$ cat src/rtl/calc_pkg.sv
// Shared opcodes and FSM encoding
// for the register-file calculator core.
package calc_pkg;

  localparam logic [2:0] OP_AND  = 3'b000;
  localparam logic [2:0] OP_OR   = 3'b001;
  localparam logic [2:0] OP_ADD  = 3'b010;
  localparam logic [2:0] OP_MUL  = 3'b011;
  localparam logic [2:0] OP_ANDN = 3'b100;
  localparam logic [2:0] OP_ORN  = 3'b101;
  localparam logic [2:0] OP_SUB  = 3'b110;
  localparam logic [2:0] OP_SLT  = 3'b111;

  typedef enum logic [1:0] {
    IDLE = 2'd0,
    MUL  = 2'd1,
    DONE = 2'd2
  } state_t;

endpackage

$ cat src/rtl/calc_mul_iter.sv
// Iterative signed multiplier: one partial
// product per cycle, sign bit subtracted last.
module calc_mul_iter #(
  parameter int WIDTH = 4
) (
  input  logic               clk,
  input  logic               rst_n,
  input  logic               start,
  input  logic [WIDTH-1:0]   a,
  input  logic [WIDTH-1:0]   b,
  output logic               busy,
  output logic               done,
  output logic [2*WIDTH-1:0] product
);

  localparam int CW = $clog2(WIDTH);

  logic [WIDTH-1:0]   a_q;
  logic [WIDTH-1:0]   b_q;
  logic [CW-1:0]      cnt;
  logic [2*WIDTH-1:0] pp;

  assign pp   = b_q[cnt] ? ({{WIDTH{a_q[WIDTH-1]}}, a_q} << cnt) : '0;
  assign done = busy && (cnt == CW'(WIDTH - 1));

  // Latch operands on start, then accumulate one bit per cycle
  always_ff @(posedge clk or negedge rst_n) begin
    if (!rst_n) begin
      a_q     <= '0;
      b_q     <= '0;
      cnt     <= '0;
      busy    <= 1'b0;
      product <= '0;
    end else if (start) begin
      a_q     <= a;
      b_q     <= b;
      cnt     <= '0;
      busy    <= 1'b1;
      product <= '0;
    end else if (busy) begin
      product <= done ? product - pp : product + pp;
      cnt     <= cnt + 1'b1;
      if (done) busy <= 1'b0;
    end
  end

endmodule

$ cat src/rtl/calc_regfile_alu.sv
// Register-file calculator: r[dst] = r[src] OP imm,
// with valid/ready intake and an iterative MUL.
module calc_regfile_alu
  import calc_pkg::*;
#(
  parameter int WIDTH = 4,
  parameter int NREGS = 4,
  parameter int SAT   = 0
) (
  input  logic                     clk,
  input  logic                     rst_n,
  input  logic                     in_valid,
  output logic                     in_ready,
  input  logic [2:0]               control,
  input  logic [$clog2(NREGS)-1:0] src_addr,
  input  logic [$clog2(NREGS)-1:0] dst_addr,
  input  logic [WIDTH-1:0]         immediate,
  output logic                     out_valid,
  output logic [WIDTH-1:0]         out_data,
  output logic                     out_ovf,
  input  logic [$clog2(NREGS)-1:0] dbg_addr,
  output logic [WIDTH-1:0]         dbg_data
);

  localparam int AW = $clog2(NREGS);

  localparam logic [WIDTH-1:0] SMAX = {1'b0, {(WIDTH-1){1'b1}}};
  localparam logic [WIDTH-1:0] SMIN = {1'b1, {(WIDTH-1){1'b0}}};

  state_t             state;
  logic [WIDTH-1:0]   regs [NREGS];
  logic [AW-1:0]      mul_dst;
  logic [WIDTH:0]     alu_q;
  logic               accept;
  logic               mul_start;
  logic               mul_busy;
  logic               mul_done;
  logic [2*WIDTH-1:0] mul_p;
  logic [WIDTH:0]     mul_hi;
  logic               mul_ovf;

  // Returns {ovf, result} for every single-cycle op
  function automatic logic [WIDTH:0] alu(
    input logic [2:0]       op,
    input logic [WIDTH-1:0] a,
    input logic [WIDTH-1:0] b
  );
    logic [WIDTH:0]   s;
    logic [WIDTH-1:0] r;
    logic             v;
    s = '0;
    r = '0;
    v = 1'b0;
    unique case (op)
      OP_AND:  r = a & b;
      OP_OR:   r = a | b;
      OP_ANDN: r = a & ~b;
      OP_ORN:  r = a | ~b;
      OP_ADD, OP_SUB: begin
        if (op == OP_ADD)
          s = {a[WIDTH-1], a} + {b[WIDTH-1], b};
        else
          s = {a[WIDTH-1], a} - {b[WIDTH-1], b};
        v = s[WIDTH] ^ s[WIDTH-1];
        r = s[WIDTH-1:0];
        if (SAT != 0 && v)
          r = s[WIDTH] ? SMIN : SMAX;
      end
      OP_SLT:
        r = {{(WIDTH-1){1'b0}}, $signed(a) < $signed(b)};
      default: r = '0;
    endcase
    return {v, r};
  endfunction

  assign in_ready  = (state == IDLE) && !mul_busy;
  assign accept    = in_valid && in_ready;
  assign mul_start = accept && (control == OP_MUL);
  assign alu_q     = alu(control, regs[src_addr], immediate);
  assign dbg_data  = regs[dbg_addr];
  assign mul_hi    = mul_p[2*WIDTH-1:WIDTH-1];
  assign mul_ovf   = !((&mul_hi) || !(|mul_hi));

  calc_mul_iter #(.WIDTH(WIDTH)) u_mul (
    .clk     (clk),
    .rst_n   (rst_n),
    .start   (mul_start),
    .a       (regs[src_addr]),
    .b       (immediate),
    .busy    (mul_busy),
    .done    (mul_done),
    .product (mul_p)
  );

  // Control FSM, register file writes and registered outputs
  always_ff @(posedge clk or negedge rst_n) begin
    if (!rst_n) begin
      state     <= IDLE;
      mul_dst   <= '0;
      out_valid <= 1'b0;
      out_data  <= '0;
      out_ovf   <= 1'b0;
      for (int i = 0; i < NREGS; i++) regs[i] <= '0;
    end else begin
      out_valid <= 1'b0;
      unique case (state)
        IDLE: begin
          if (mul_start) begin
            mul_dst <= dst_addr;
            state   <= MUL;
          end else if (accept) begin
            regs[dst_addr] <= alu_q[WIDTH-1:0];
            out_data       <= alu_q[WIDTH-1:0];
            out_ovf        <= alu_q[WIDTH];
            out_valid      <= 1'b1;
          end
        end
        MUL: begin
          if (mul_done) state <= DONE;
        end
        DONE: begin
          regs[mul_dst] <= mul_p[WIDTH-1:0];
          out_data      <= mul_p[WIDTH-1:0];
          out_ovf       <= mul_ovf;
          out_valid     <= 1'b1;
          state         <= IDLE;
        end
        default: state <= IDLE;
      endcase
    end
  end

endmodule

$ cat config.mk
export PLATFORM = sky130hd
export DESIGN_NAME = calc_regfile_alu
export DESIGN_NICKNAME = d
export VERILOG_FILES = /design/src/rtl/calc_pkg.sv /design/src/rtl/calc_mul_iter.sv /design/src/rtl/calc_regfile_alu.sv
export SDC_FILE = /design/constraint.sdc
export NUM_CORES = 1
export LEC_CHECK = 0
export CAP_MARGIN = 0
export CORE_MARGIN = 2
export CORE_UTILIZATION = 25
export CTS_CLUSTER_DIAMETER = 40
export DETAILED_ROUTE_END_ITERATION = 10
export PLACE_DENSITY = 0.39
export SLEW_MARGIN = 10
export SYNTH_ARGS = -nofsm -noshare
export SYNTH_HDL_FRONTEND = slang
export SYNTH_HIERARCHICAL = 1
export SYNTH_SLANG_ARGS = --single-unit
export TNS_END_PERCENT = 1
$ cat constraint.sdc
create_clock -name clk -period 5.4 [get_ports clk]
set_clock_uncertainty 0.1 [all_clocks]
set_input_delay 0.54 -clock clk [delete_from_list [all_inputs] [get_ports clk]]
set_output_delay 0.54 -clock clk [all_outputs]
set_load 0.05 [all_outputs]
==> impl_metrics.py, run 1 <==
metrics = {
    "grt": {
        "overflow": 0,
        "antenna_found_initial": 0,
        "grt_pass1_vias": 3021,
        "grt_util_all_layers": 0.143,
        "grt_max_degree": 46,
        "grt_pass1_wl_um": 16800,
    },
    "worst_hold_path": {
        "min_path_type": "input port to asynchronous set/reset pin",
    },
    "route": {
        "via_per_inst": 5.25,
        "drc": 0,
        "ant_nets": 0,
        "dr.pass1.iters": 4,
        "vias": 3046,
        "drt_iter0_drc": 217,
        "wl_per_cell_um": 17.8,
        "routed_wl_um": 10300,
    },
    "synthesis": {
        "postSynthRegisterBits": 45,
        "synth_area_leaders": "dfrtp_1 (31%), ha_1 (5.9%), mux2_2 (5.0%)",
        "ys_top_cells_by_count": "dfrtp_1 (45), nor2_1 (34), nand2_1 (29)",
        "synth_edf_count": 0,
        "seq_area_frac_synth": 0.312,
        "synth_warnings": 6,
        "syn_nets": 418,
        "synth.top_cell.area_share": 0.312,
        "avgSynthCellArea_um2": 9.44,
        "synth_cell_type_count": 65,
        "ys_async_sr_fraction": 1.00,
        "post-synth-top-count-cell": "dfrtp_1",
        "ys.flop_type": "dfrtp_1",
        "syn_area_um2": 3600,
        "synthCells": 382,
        "yosys.area.top_type": "dfrtp_1",
    },
    "clock_network": {
        "ctsHoldBuffers": 0,
        "cts.repair.resized": 0,
        "post_cts_buffers": 0,
        "cts-root-buf": "clkbuf_16",
        "cts_buffer_depth": 2,
        "cts_max_level": 2,
        "worstSkewPairLatency_ns": 0.29,
        "cts_sinks": 45,
        "clkSlewWorstSetupHoldPaths_ns": 0.07,
        "cts_tree": "yes",
        "numCtsBuffers": 5,
    },
    "timing": {
        "setup_tns_ns": 0,
        "finalCritPeriodShare": 0.683,
        "setup_violations": 0,
        "fin_crit_ns": 3.69,
        "drv_slew": 0,
        "slew_headroom": 0.470,
        "worst_pin_slew_ns": 0.795,
        "fmax_mhz": 271,
        "rsz0062_at_grt": "false",
        "hold_viol": 0,
    },
    "critical_path": {
        "crit_type": "flip-flop to flip-flop",
        "path_buf_inv": 0,
        "start_kind": "flip-flop",
        "max_stage_delay_ns": 0.69,
        "cp-end-kind": "flip-flop",
        "cp.depth": 11,
        "worst_r2r_path_depth": 11,
        "crit_fanout": 13,
        "path_delay_family": "compound AO/OA/AOI/OAI gates",
        "crit_required_ns": 5.51,
        "crit_slowest_cell": "mux4_2",
        "arrival_ns": 3.80,
        "path_cells": "mux4_2, nand2_1, o22ai_1, a22oi_1, ha_1, o21a_1, o31a_1, o32ai_1, nor3_1, or4_1, a21oi_1",
    },
    "layout": {
        "synthToLayoutAreaGrowth_pct": 14.9,
        "diodes": 0,
        "regArea_um2": 1130,
        "nFillCells": 1493,
        "fin_nets": 436,
        "drive_gt1_frac": 0.123,
        "multi_input_area_um2": 2310,
        "fin_area_um2": 4140,
    },
    "floorplan": {
        "die_x_um": 124,
        "die_y_um": 124,
        "coreArea_um2": 14000,
        "pin_count": 27,
        "start_util": 0.258,
        "row_count": 43,
        "dieArea_um2": 15400,
    },
    "pwr": {
        "comb_power_share": 0.623,
        "leakagePower_uw": 0.00161,
        "clockPowerShare": 0.111,
        "p_per_area_nw_per_um2": 674,
        "swShare": 0.481,
        "p_int_uw": 1450,
        "netSwitchingPower_uw": 1340,
        "ir_worst_vdd_v": 0.000245,
        "p_seq_frac": 0.266,
    },
    "job": {
        "cap_viol_max_count": 0,
    },
    "placement": {
        "hpwl_um": 7830,
        "placed_cell_area_um2": 4000,
        "port_buffers": 26,
        "place_congestion": 0.800,
    },
    "status": {
        "status": "finished clean",
    },
}
cells by family after synthesis:
family	after synthesis	synth area share
multiplexers	35	0.141
buffers and inverters	35	0.0476
adder cells (fa/ha/maj)	20	0.0757
AND/OR/NAND/NOR	131	0.191
AO/OA/AOI/OAI	108	0.213
XOR/XNOR	8	0.0194
flip-flops	45	0.312
worst paths after layout:
path	end	slack, ns	from
max in group asynchronous	regs[12]	4.51	rst_n
min in group clk	u_mul/b_q[3]	0.43	u_mul/b_q[3]
worst max-delay path	u_mul/product[7]	1.71	u_mul/cnt[0]
worst min-delay path	regs[9]	0.23	rst_n
worst min register to register	u_mul/b_q[3]	0.43	u_mul/b_q[3]
worst max register to register	u_mul/product[7]	1.71	u_mul/cnt[0]
cell usage in the layout (no fill, tap or decap), types with 4 or more instances in the layout:
cell and instances:
nand3b_1 7, xor2_1 6, mux2i_1 9, ha_1 17
nor3b_1 5, mux2_2 16, inv_1 16, o21ai_0 18
mux4_2 7, nand3_1 9, a31oi_1 5, o21ai_1 5
nor3_1 11, nor2b_1 9, nand2b_1 9, o2111ai_1 8
o22ai_1 7, o21a_1 7, a311oi_1 4, clkbuf_16 5
clkdlybuf4s50_1 25, nor2_1 34, o22a_1 5, nand2_1 29
a21oi_1 19, dfrtp_1 45
stage by stage:
step / total power, uW / std cells / hold WS [ns] / setup slack (ns) / utilization
after global placement: 2480 / 573 / 0.407 / 1.46 / 0.286
after floorplan: 2040 / 382 / 0.144 / 2.05 / -
final: 2790 / 580 / 0.234 / 1.71 / 0.296
after global routing: 3040 / 580 / 0.284 / 1.36 / 0.296
after CTS: 2800 / 580 / 0.266 / 1.71 / 0.296
after detailed placement: 2470 / 573 / 0.405 / 1.43 / 0.286
flip-flops by register name, summed over array words and instances, names as in the netlist:
| signal | cells |
|---|---|
| u_mul/busy | 1 |
| regs | 16 |
| state | 2 |
| out_data | 4 |
| out_valid | 1 |
| out_ovf | 1 |
| u_mul/cnt | 2 |
| u_mul/b_q | 4 |
| mul_dst | 2 |
| u_mul/a_q | 4 |
| u_mul/product | 8 |
routing by layer:
layer  GRT usage  wire, um  vias to the layer above
met3      0.0284       436                       12
met5           0         0                        -
met2       0.217      4620                       73
met1       0.207      5080                     1500
met4      0.0407       188                        0
li1            -         -                     1461
power by group through the flow:
stage               clock network (uW)  logic, uW  registers (uW)
finish                             309       1740             741
CTS                                319       1740             742
detailed placement                   0       1730             747
global placement                     0       1740             744
global route                       332       1940             772
floorplan                            0       1350             689
cell type report:
class / count / share of cell area
clock buffers: 5 / 0.0302
clock inverters: 2 / 0.00393
inverters: 18 / 0.0169
multi-input cells: 302 / 0.557
flip-flops and latches: 45 / 0.272
well taps: 180 / 0.0544
repair buffers: 28 / 0.0653
worst reg2reg max path: stages (launching register included):
cell	delay, ns
dfrtp_1	0.61
mux4_2	0.69
nand2_1	0.16
o22ai_1	0.10
a22oi_1	0.28
ha_1	0.31
o21a_1	0.11
o31a_1	0.13
o32ai_1	0.35
nor3_1	0.12
or4_1	0.48
a21oi_1	0.16
Note: power is estimated with default switching activity, not from simulation.
==> run 2: changes to the inputs <==
==> constraint.sdc (replaced) <==
create_clock -name clk -period 3.6 [get_ports clk]
set_clock_uncertainty 0.1 [all_clocks]
set_input_delay 0.36 -clock clk [delete_from_list [all_inputs] [get_ports clk]]
set_output_delay 0.36 -clock clk [all_outputs]
set_load 0.05 [all_outputs]
==> impl_metrics.py, run 2 (synthesis results as in run 1) <==
metrics = {
    "placement": {
        "place_inst": 600,
        "pre_cts_ws_ns": -0.0358,
        "hpwl_um": 8230,
        "place_congestion": 0.828,
        "port_buffers": 26,
    },
    "critical_path": {
        "crit_slowest_cell": "mux4_2",
        "cp_common_cell": "buf_4",
        "path_cells": "buf_4, mux4_2, and2_1, o22ai_1, a22oi_2, ha_1, o21a_1, o31a_1, o32ai_1, buf_4, nor3_1, or4_1, a21oi_1",
        "crit_required_ns": 3.72,
        "crit_type": "flip-flop to flip-flop",
        "reg2reg_slack_ns": 0.15,
        "r2r_end": "u_mul/product[7]",
        "r2r-start": "u_mul/cnt[0]",
        "path_buf_inv": 2,
        "start_kind": "flip-flop",
        "cp-end-kind": "flip-flop",
        "crit_fanout": 8,
        "max_stage_delay_ns": 0.62,
        "path_delay_family": "compound AO/OA/AOI/OAI gates",
        "worst_r2r_path_depth": 13,
        "arrival_ns": 3.58,
    },
    "clock_network": {
        "cts_sinks": 45,
        "cts_buffer_depth": 2,
        "cts-root-buf": "clkbuf_16",
        "cts_tree": "yes",
        "clkSlewWorstSetupHoldPaths_ns": 0.07,
        "numCtsBuffers": 5,
        "worstSkewPairLatency_ns": 0.30,
        "ctsHoldBuffers": 0,
        "cts_max_level": 2,
    },
    "pwr": {
        "p_seq_frac": 0.220,
        "comb_power_share": 0.672,
        "swShare": 0.458,
        "p_int_uw": 2510,
        "p_per_area_nw_per_um2": 1050,
        "clockPowerShare": 0.107,
        "netSwitchingPower_uw": 2120,
        "leakagePower_uw": 0.00176,
        "ir_worst_vdd_v": 0.000371,
    },
    "floorplan": {
        "row_count": 43,
        "start_util": 0.258,
        "pin_count": 27,
        "coreArea_um2": 14000,
        "dieArea_um2": 15400,
        "die_x_um": 124,
        "die_y_um": 124,
    },
    "route": {
        "drc": 0,
        "vias": 3121,
        "ant_nets": 0,
        "routed_wl_um": 10800,
        "dr.pass1.iters": 5,
        "wl_per_cell_um": 17.7,
        "drt_iter0_drc": 254,
        "via_per_inst": 5.11,
    },
    "grt": {
        "antenna_found_initial": 0,
        "overflow": 0,
        "grt_pass1_wl_um": 17400,
        "grt_util_all_layers": 0.150,
        "grt_pass1_vias": 3059,
        "grt_max_degree": 46,
    },
    "layout": {
        "final_cell_mix": "dfrtp_1 (44), nor2_1 (32), buf_4 (30), nand2_1 (29), clkdlybuf4s50_1 (25)",
        "final_common_cell": "dfrtp_1",
        "diodes": 0,
        "utilization": 0.315,
        "fin_nets": 466,
        "stdcell_count": 611,
        "nFillCells": 1468,
        "drive_gt1_frac": 0.200,
        "top_register": "regs",
        "largest_register_ffs": 16,
        "largestRegisters": "regs x16, u_mul/product x8",
        "synthToLayoutAreaGrowth_pct": 22.3,
    },
    "status": {
        "status": "finished clean",
    },
    "timing": {
        "worst_slack_ns": 0.146,
        "setup_violations": 0,
        "fmax_mhz": 290,
        "finalCritPeriodShare": 0.959,
        "drv_slew": 0,
        "hold_viol": 0,
        "fin_crit_ns": 3.45,
        "slew_headroom": 0.281,
        "worst_pin_slew_ns": 1.08,
        "rsz0062_at_grt": "false",
    },
    "job": {
        "cap_viol_max_count": 0,
    },
    "worst_hold_path": {
        "min_path_type": "input port to asynchronous set/reset pin",
    },
}
## run 2: cell count changes in the layout (fill, tap and decap cells not counted), sizes merged
cell | previous run | this run
clkbuf | 5 | 7
clkinv | 2 | 1
inv | 17 | 18
buf | 3 | 32
## run 2: power by group through the flow
| stage | clock (uW) | combinational [uW] | sequential, uW |
|---|---|---|---|
| 3_5_place_dp | 0 | 3020 | 1030 |
| 6_report | 497 | 3110 | 1020 |
| 5_1_grt | 533 | 3430 | 1060 |
| 2_1_floorplan | 0 | 2020 | 1030 |
| 4_1_cts | 520 | 3050 | 1030 |
| 3_3_place_gp | 0 | 3030 | 1040 |
## run 2: cell type report
class	instances	area, um^2	share of cell area
Inverter	18	70.1	0.0159
Clock buffer	6	139	0.0315
Tap cell	180	225	0.0511
Timing Repair Buffer	58	505	0.115
Clock inverter	2	16.3	0.00369
Sequential cell	45	1130	0.256
Multi-Input combinational cell	302	2320	0.527
## run 2: worst max-delay path by stage
stage | start | end | slack [ns] | cells past startpoint
floorplan | u_mul/cnt[0] | u_mul/product[7] | 0.25 | 16
global placement | src_addr[0] | regs[10] | -0.05 | 11
detailed placement | src_addr[0] | regs[14] | -0.04 | 11
CTS | u_mul/cnt[1] | u_mul/product[7] | 0.08 | 14
global route | u_mul/cnt[0] | u_mul/product[7] | 0.008 | 16
finish | u_mul/cnt[0] | u_mul/product[7] | 0.15 | 13
## run 2: stage by stage
step | power, uW | hold WS, ns | instance area [um^2] | setup TNS (ns)
after global routing | 5020 | 0.254 | 4410 | 0
after global placement | 4060 | 0.419 | 4210 | -0.0764
final | 4630 | 0.154 | 4410 | 0
after CTS | 4600 | 0.206 | 4370 | 0
after detailed placement | 4060 | 0.418 | 4210 | -0.0443
after floorplan | 3060 | -0.0356 | 3600 | 0
## run 2: repair_timing
item                                    in CTS  in global routing
endpoints found under the setup margin       0                  1
gates resized for setup                      0                  7
setup buffers                                0                  3
endpoints found under the hold margin        0                  0
## run 2: layer usage
layer	vias up	GRT usage	part of all wire
li1	1527	-	-
met1	1515	0.221	0.51
met2	71	0.229	0.45
met3	8	0.0307	0.037
met4	0	0.0274	0.0082
met5	-	0	0
==> run 3: changes to the inputs <==
--- a/config.mk
+++ b/config.mk
@@ -16,4 +16,4 @@
 export SYNTH_HDL_FRONTEND = slang
 export SYNTH_HIERARCHICAL = 1
 export SYNTH_SLANG_ARGS = --single-unit
-export TNS_END_PERCENT = 1
+export TNS_END_PERCENT = 30
==> results of run 3 <==
No change in the layout: final DEF, timing and power equal those of run 2.
==> patch (flow settings as in run 3) <==
Encoding of `state_t`: now one-hot (3 bits for 3 states).
--- a/src/rtl/calc_pkg.sv
+++ b/src/rtl/calc_pkg.sv
@@ -13,6 +13,6 @@
 
-  typedef enum logic [1:0] {
-    IDLE = 2'd0,
-    MUL  = 2'd1,
-    DONE = 2'd2
+  typedef enum logic [2:0] {
+    IDLE = 3'b001,
+    MUL  = 3'b010,
+    DONE = 3'b100
   } state_t;
Function: same outputs for any inputs over 4 cycles, from zero or initial values and one cycle with rst_n low; so few cycles prove little.
==> patch against run 3 <==
Fmax increased by 2.7%; wire length about the same; clock power decreased by 9.7%; sequential cell count increased by 1; largest power group unchanged; setup slack improved by 0.091 ns; non-clock buffer count decreased by 1; cell area increased by 1.9%; synthesized area increased by 2.6%; power decreased by 5.9%.
==> patch: results <==
[global_routing]
grt_first_pass_wirelength_um = 17900
pin_count_of_the_biggest_net_entering_global_routing = 47
via_count_of_the_first_global_routing_pass = 3262
grt.total_usage_pct = 14.1

[critical_path]
worst-r2r-setup-slack_ns = 0.24
crit_fanout = 5
rr_worst_depth = 14
cp_slowest_cell = sky130_fd_sc_hd__or4_1
slowest_delay_ns = 0.47

[synth]
synthDistinctLibCells = 81
syn_area_per_cell_um2 = 9.39
synth.yosys.seq_area_share_pct = 31.1
ys_top_cells_by_count = sky130_fd_sc_hd__dfrtp_1 (45), sky130_fd_sc_hd__nand2_1 (35), sky130_fd_sc_hd__nor2_1 (29), sky130_fd_sc_hd__a21oi_1 (19)
synth_fp_nets = 430
synth_area_leaders = sky130_fd_sc_hd__dfrtp_1 (30%), sky130_fd_sc_hd__ha_1 (5.7%), sky130_fd_sc_hd__mux4_2 (3.7%)

[power]
p_clk_share_pct = 10.3
power-per-cell-area_nw_per_um2 = 969
leakage_uw = 0.00182
peakVddDrop_mv = 0.250
fraction_of_power_consumed_by_sequential_logic_pct = 23.6
switching_power_uw = 1990

[placement]
port_buffers = 26
place_worst_setup_slack_ns = -0.0692
gp_routability_congestion = 0.801
dp.final_hpwl_um = 8360
number_of_cells_in_the_design_after_placement = 615

[finish]
layout-drive-gt1-share_pct = 18.1
finish.net_count = 478
fillers = 1521

[detailed_routing]
wire_length_per_cell_after_detailed_routing_um = 17.3
drt_first_iter_violations = 255
vias_per_cell = 5.13
route.vias.total = 3213
first_pass_iters = 4

[outcome]
outcome = complete, no violations
-- patch: cell count changes in the layout (fill, tap and decap cells not counted), moves of 4 or more --
cell / before / now
sky130_fd_sc_hd__nor2_1: 32 / 28
sky130_fd_sc_hd__a31oi_1: 5 / 11
sky130_fd_sc_hd__nor3_1: 11 / 7
sky130_fd_sc_hd__o22ai_1: 7 / 2
sky130_fd_sc_hd__o21ai_1: 6 / 0
sky130_fd_sc_hd__o2111ai_1: 8 / 1
sky130_fd_sc_hd__nand2_1: 29 / 35
sky130_fd_sc_hd__a22oi_1: 0 / 5
sky130_fd_sc_hd__nand3_1: 9 / 13
sky130_fd_sc_hd__a21boi_0: 1 / 5
sky130_fd_sc_hd__mux2_2: 16 / 11
sky130_fd_sc_hd__nand4_1: 0 / 4
-- patch: what timing repair did --
item / 4_1_cts / 5_1_grt
hold endpoints to repair: 0 / 0
setup endpoints to repair: 0 / 2
buffers inserted: 0 / 4
resized for setup: 0 / 4
-- patch: how the worst max path moves through the flow --
| stage | to | slack (ns) | cells past startpoint |
|---|---|---|---|
| 2_1_floorplan | u_mul/product[7] | 0.25 | 16 |
| 3_3_place_gp | out_ovf | -0.08 | 9 |
| 3_5_place_dp | out_ovf | -0.07 | 9 |
| 4_1_cts | u_mul/product[7] | 0.16 | 13 |
| 5_1_grt | u_mul/product[7] | 0.009 | 15 |
| 6_report | u_mul/product[7] | 0.24 | 14 |
-- patch: per-layer routing --
metal  track usage (%)  up-vias  share of wire, %
li1                  -     1577                 -
met1              21.2     1555                51
met2              20.8       66                43
met3              1.91       15               3.3
met4              4.71        0               2.2
met5                 0        -                 0
-- patch: through the flow --
step,TNS [ns],hold WS (ns)
final,0,0.160
after global placement,-0.0831,0.413
after CTS,0,0.206
after floorplan,0,-0.0356
after global routing,0,0.247
after detailed placement,-0.0692,0.398
-- patch: kinds of logic (layout without fill, tap and decap cells) --
group / Yosys count / in the layout / synth area share [%]
simple gates: 146 / 146 / 21.6
compound gates: 107 / 107 / 20.6
mux: 30 / 30 / 12.0
buf+inv: 33 / 81 / 4.23
fa+ha+maj: 24 / 24 / 8.52
xor+xnor: 8 / 8 / 1.89
flops: 46 / 46 / 31.1
-- patch: layout make-up --
cell class	instances	area, um^2	share of cell area [%]
inverters	17	66.3	1.48
multi-input cells	315	2410	53.6
clock buffers	5	125	2.79
clock inverters	2	10.0	0.223
well taps	184	230	5.13
flip-flops and latches	46	1150	25.7
repair buffers	57	500	11.1
-- patch: worst max-delay path: cells and delay by family, from the launching register on --
kind	cells	cell delay [ns]
adder cells (fa/ha/maj)	2	0.50
AO/OA/AOI/OAI	6	0.96
buffers and inverters	1	0.07
AND/OR/NAND/NOR	5	1.24
flip-flops	1	0.39
